$ cat src/rtl/adder_op_sequencer.sv
`timescale 1ns / 1ps
// adder_op_sequencer
//   Sequential wrapper around a combinational ripple adder. It accepts one operand
//   pair over a valid/ready handshake and registers it onto the adder inputs. It then
//   holds the operands for SETTLE_CYCLES edges while the carry chain ripples. Finally
//   it captures the sum and overflow flag and presents them on a valid/ready output.
//
// Parameters
//   WIDTH          operand width; the adder sum bus is WIDTH+1 bits
//   SETTLE_CYCLES  edges operands are held before the sum is sampled (1..15)
//
// Ports
//   clk, rst_n                 clock (rising edge), asynchronous active-low reset
//   in_valid/in_ready          operand handshake; in_ready is high only in IDLE
//   in_a, in_b, in_cin         operand pair and carry-in
//   add_a, add_b, add_cin      registered operands driven to the adder
//   add_sum                    combinational sum returned by the adder
//   out_valid/out_ready        result handshake
//   out_sum                    captured unsigned sum, MSB is the carry-out
//   out_ovf                    two's-complement overflow of the captured add
module adder_op_sequencer #(
  parameter int unsigned WIDTH         = 4,
  parameter int unsigned SETTLE_CYCLES = 4
) (
  input  logic             clk,
  input  logic             rst_n,
  input  logic             in_valid,
  output logic             in_ready,
  input  logic [WIDTH-1:0] in_a,
  input  logic [WIDTH-1:0] in_b,
  input  logic             in_cin,
  output logic [WIDTH-1:0] add_a,
  output logic [WIDTH-1:0] add_b,
  output logic             add_cin,
  input  logic [WIDTH:0]   add_sum,
  output logic             out_valid,
  input  logic             out_ready,
  output logic [WIDTH:0]   out_sum,
  output logic             out_ovf
);

  if (SETTLE_CYCLES == 0 || SETTLE_CYCLES > 15) begin : g_bad_settle
    $error("adder_op_sequencer: SETTLE_CYCLES must be in 1..15");
  end

  typedef enum logic [1:0] {StIdle, StSettle, StHold} state_e;

  // Counter is loaded with SETTLE_CYCLES-1 so the sample edge lands exactly
  // SETTLE_CYCLES edges after the accept edge.
  localparam logic [3:0] CntInit = 4'(SETTLE_CYCLES - 1);

  state_e     state;
  logic [3:0] cnt;

  assign in_ready = (state == StIdle);

  always_ff @(posedge clk or negedge rst_n) begin
    if (!rst_n) begin
      state     <= StIdle;
      cnt       <= 4'd0;
      add_a     <= '0;
      add_b     <= '0;
      add_cin   <= 1'b0;
      out_sum   <= '0;
      out_valid <= 1'b0;
      out_ovf   <= 1'b0;
    end else begin
      case (state)
        StIdle: begin
          if (in_valid) begin
            add_a   <= in_a;
            add_b   <= in_b;
            add_cin <= in_cin;
            cnt     <= CntInit;
            state   <= StSettle;
          end
        end
        StSettle: begin
          if (cnt != 4'd0) begin
            cnt <= cnt - 4'd1;
          end else begin
            out_sum   <= add_sum;
            // Overflow: like-signed operands producing a result of the other sign.
            out_ovf   <= (add_a[WIDTH-1] == add_b[WIDTH-1]) &&
                         (add_sum[WIDTH-1] != add_a[WIDTH-1]);
            out_valid <= 1'b1;
            state     <= StHold;
          end
        end
        StHold: begin
          if (out_ready) begin
            out_valid <= 1'b0;
            state     <= StIdle;
          end
        end
        default: begin
          state <= StIdle;
        end
      endcase
    end
  end

endmodule
$ cat config.mk
export PLATFORM = sky130hd
export DESIGN_NAME = adder_op_sequencer
export DESIGN_NICKNAME = d
export VERILOG_FILES = /design/src/rtl/adder_op_sequencer.sv
export SDC_FILE = /design/constraint.sdc
export NUM_CORES = 1
export LEC_CHECK = 0
export CAP_MARGIN = 40
export CORE_MARGIN = 5
export CORE_UTILIZATION = 43
export DETAILED_ROUTE_END_ITERATION = 6
export PLACE_DENSITY = 0.77
export SETUP_SLACK_MARGIN = 0.2
export SYNTH_ARGS = -nofsm -noshare
export SYNTH_HDL_FRONTEND = slang
export SYNTH_SLANG_ARGS = --single-unit
$ cat constraint.sdc
create_clock -name clk -period 2 [get_ports clk]
set_input_delay 0.5 -clock clk [delete_from_list [all_inputs] [get_ports clk]]
set_output_delay 0.5 -clock clk [all_outputs]
set_load 0.005 [all_outputs]
Word-level counts from Yosys, hierarchy flattened --
Index checks and enable logic that the tools add are counted.
Word-level totals: register bits after elaboration 22
Cells by class: $add $sub $neg 1, equality and inequality tests 8, muxes and demuxes 10, bitwise logic cells 1, reduce and logical (&&, ||, !) cells 10
Operator list (count):
- AND reduction 3 bit | 3
- two-way mux 4 bit | 2
- inequality test 2 bit, second input constant | 4
- case mux 4 bit (2 select lines) | 1
- two-way mux 2 bit | 3
- case mux 2 bit (3 select lines) | 1
- AND reduction 2 bit | 2
- nonzero test 2 bit | 2
- nonzero test 4 bit | 1
- subtractor 4 x 1 -> 4 bit, second input constant | 1
- == test 2 x 1 -> 1 bit, second input constant | 1
- == test 2 bit, second input constant | 1
- zero test 2 bit | 1
- two-way mux 1 bit | 2
- case mux 1 bit (2 select lines) | 1
- == test 1 bit | 1
- logical AND 1 bit | 1
- inequality test 1 bit | 1
- inverter 1 bit | 1

Longest topological paths before layout --
word-level depth 3, gate-level depth with buffers 5

Worst setup path before layout --
No wires, ideal clock.
path kind reg2reg, start point reg cnt[0], end point reg cnt[1], library setup time 126 ps, data arrival time 1291 ps, data required time 1874 ps, setup slack 583 ps, stages on the path, launching flop included 5, cells stage by stage dfrtp_1 -> inv_1 -> ha_1 -> or3b_4 -> o311a_1
Between the ends: cells in the longest elaborated chain, start to end 3
Ends and longest elaborated chain:
- start, declared | line 53 | logic [3:0] cnt;
- start signal, assigned | line 74 | cnt <= CntInit;
- start signal, assigned | line 80 | cnt <= cnt - 4'd1;
- subtractor 4 x 1 -> 4 bit / nonzero test 4 bit (equally long branches) | line 80, 79
- two-way mux 4 bit / inequality test 2 bit (equally long branches)
- case mux 4 bit (2 select lines) / AND reduction 3 bit (equally long branches)
Parallel ways exist; a longest one is shown, timed or not. The select of a mux whose other input is x is not followed. A chain may end at the register's enable or synchronous reset.

Worst setup path after layout --
start point reg add_a[3], end point out add_a[3]
RTL lines:
- start, declared | line 32 | output logic [WIDTH-1:0] add_a,
- start signal, assigned | line 71 | add_a <= in_a;
No word-level cell between the ends.

==> impl_metrics.ini <==
[status]
outcome = completed

[clock_network]
cts_tree = done
ctsHtreeMaxLevel = 1
insertion_delay_ps = 300
numCtsBuffers = 3
max-clock-path-buffers = 2
clock_sinks = 22
root_buffer = clkbuf_4
clk_pin_slew_ps = 120

[critical_path]
crit_required_ps = 1500
slowest_stage = clkdlybuf4s50_1
reg2reg_slack_ps = 450
cp_data_arrival_time_ps = 1210
cpLargestDelayFamily = buffers and inverters
crit_cells = 1
crit_fanout = 4
reg2reg_from = cnt[0]
path_buf_inv = 1
worst_r2r_path_depth = 5
end_kind = output port
worstSetupStartpointType = flip-flop
cpPeakStageDelay_ps = 510
path_class = flip-flop to output port
worstPathCellList = clkdlybuf4s50_1
worst_r2r_endpoint = out_sum[0]

[timing]
tightest_slew_ps = 263.3
fin_crit_sh = 0.8569
slew_headroom = 0.8231
slew_viol_final = 0
rsz0062_at_grt = false
setup_viol = 0
max_freq_mhz = 583.5
skew_ps = 6.242
fin_tns_setup_ps = 0
period_needed_ps = 1714
hold_violations = 0

[layout]
layout-drive-gt1-share = 0.2609
area_delta_synth_final_pct = 43.02
antenna_cells = 0
utilization = 0.6488
final_nets = 136
final_common_cell = clkdlybuf4s50_1
final_cell_mix = 33 x clkdlybuf4s50_1, 20 x dfrtp_1, 9 x mux2_2

[global_route]
track_usage = 0.1283
grt_pass1_vias = 731
grt_pass1_wl_um = 3277
grt_max_degree = 23
antenna_found_initial = 0
gr-total-overflow = 0

[place]
dpl.hpwl_um = 1503
numPortBuffers = 34
gp_congestion = 0.6814

[floorplan]
ioPinCount = 35
die_h_um = 58.31
core_area_um2 = 2212
die_x_um = 58.31
start_util = 0.4536
rows = 17
die-area_um2 = 3399

[logic_synthesis]
avgSynthCellArea_um2 = 13.56
yosysSeqAreaShare = 0.5486
synth_fp_nets = 94
syn_inst = 74
yosys_warnings = 0
ys_ff_latch = 22
syn_area_um2 = 1003
synth_cell_types = 21

[min_path]
hold_path_class = input port to asynchronous set/reset pin

[pwr]
p_leak_nw = 0.6513
peakVddDrop_mv = 0.8166
p_per_area_nw_per_um2 = 1461

[route]
routedWlPerCell_um = 13.93
vias = 712
drt_wl_total_um = 1992
antenna_left = 0
viasPerCell = 4.979
drt_first_pass_iters = 4
drtIter0Drc = 10
drc = 0

[flow_run]
drv_cap = 0
[state kept, by name (all words and copies together), names as in the netlist]
signal     cells
add_a          4
add_b          4
add_cin        1
cnt            4
out_ovf        1
out_sum        5
out_valid      1
state          2
[through the flow]
stage          area, um^2  power (mW)  std cells  hold WS (ps)  worst slack [ps]
2_1_floorplan        1003       1.362         74         204.4             583.2
3_3_place_gp         1383       1.825        137         491.5             185.0
3_5_place_dp         1383       1.859        137         495.2             177.8
4_1_cts              1435       2.131        143         517.6             260.7
5_1_grt              1435       2.239        143         533.7             224.2
6_report             1435       2.097        143         522.0             286.2
[synthesized netlist by cell type, drive strengths merged]
cell type	number	area, um^2
or3b	1	11.26
a21oi	2	10.01
dfrtp	22	550.5
buf	1	11.26
nand2b	3	18.77
inv	4	15.01
nor2b	1	13.76
nand2	4	22.52
mux2i	3	30.03
mux2	15	191.4
o311a	1	10.01
nand3	2	10.01
ha	2	25.02
nor3	2	10.01
nor3b	2	31.28
o21ai	5	25.02
nor2	3	11.26
o22ai	1	6.260
[per-layer routing]
metal | GRT usage | part of all wire
met4 | 0.06954 | 0.023
met3 | 0.04167 | 0.053
met1 | 0.1685 | 0.46
met5 | 0 | 0
met2 | 0.1866 | 0.46
[worst max path at each step]
stage,start,endpoint,slack [ps]
floorplan,cnt[0],cnt[1],580
global placement,in_valid,add_cin,180
detailed placement,in_valid,add_a[0],180
CTS,add_a[3],add_a[3],260
global route,add_a[3],add_a[3],220
finish,add_a[3],add_a[3],290
[where the power goes]
part	switching [mW]	internal [mW]	leakage [nW]
Sequential	0.153	0.664	0.257
Clock	0.130	0.111	0.0210
Combinational	0.358	0.682	0.373
[worst register-to-register path, cell delays in order, from the launching register on]
cell	delay [ps]
dfrtp_1	440
inv_1	100
ha_1	180
nor3b_4	260
nand2_4	140
mux2_4	330
[logic make-up (layout without fill, tap and decap cells)]
kind of cell               Yosys count  in the layout  synth area share
and+or+nand+nor                     18             18            0.1284
DFF                                 22             22            0.5486
AOI/OAI and AO/OA                    9              9           0.05112
buffers and inverters                5             46           0.02618
adders and majority gates            2              2           0.02493
muxes                               18             18            0.2207
[cell type report]
cell class,instances,area (um^2)
Tap cell,28,35.03
Timing Repair Buffer,38,369.1
Clock buffer,4,36.28
Fill cell,187,777.0
Multi-Input combinational cell,47,426.7
Sequential cell,22,553.0
Inverter,4,15.01
[what timing repair did]
item / CTS / global route
setup endpoints to repair: 1 / 0
hold buffers: 0 / 0
resized for setup: 3 / 0
buffers inserted: 2 / 0
No activity file was read; power rests on OpenSTA's default activity.
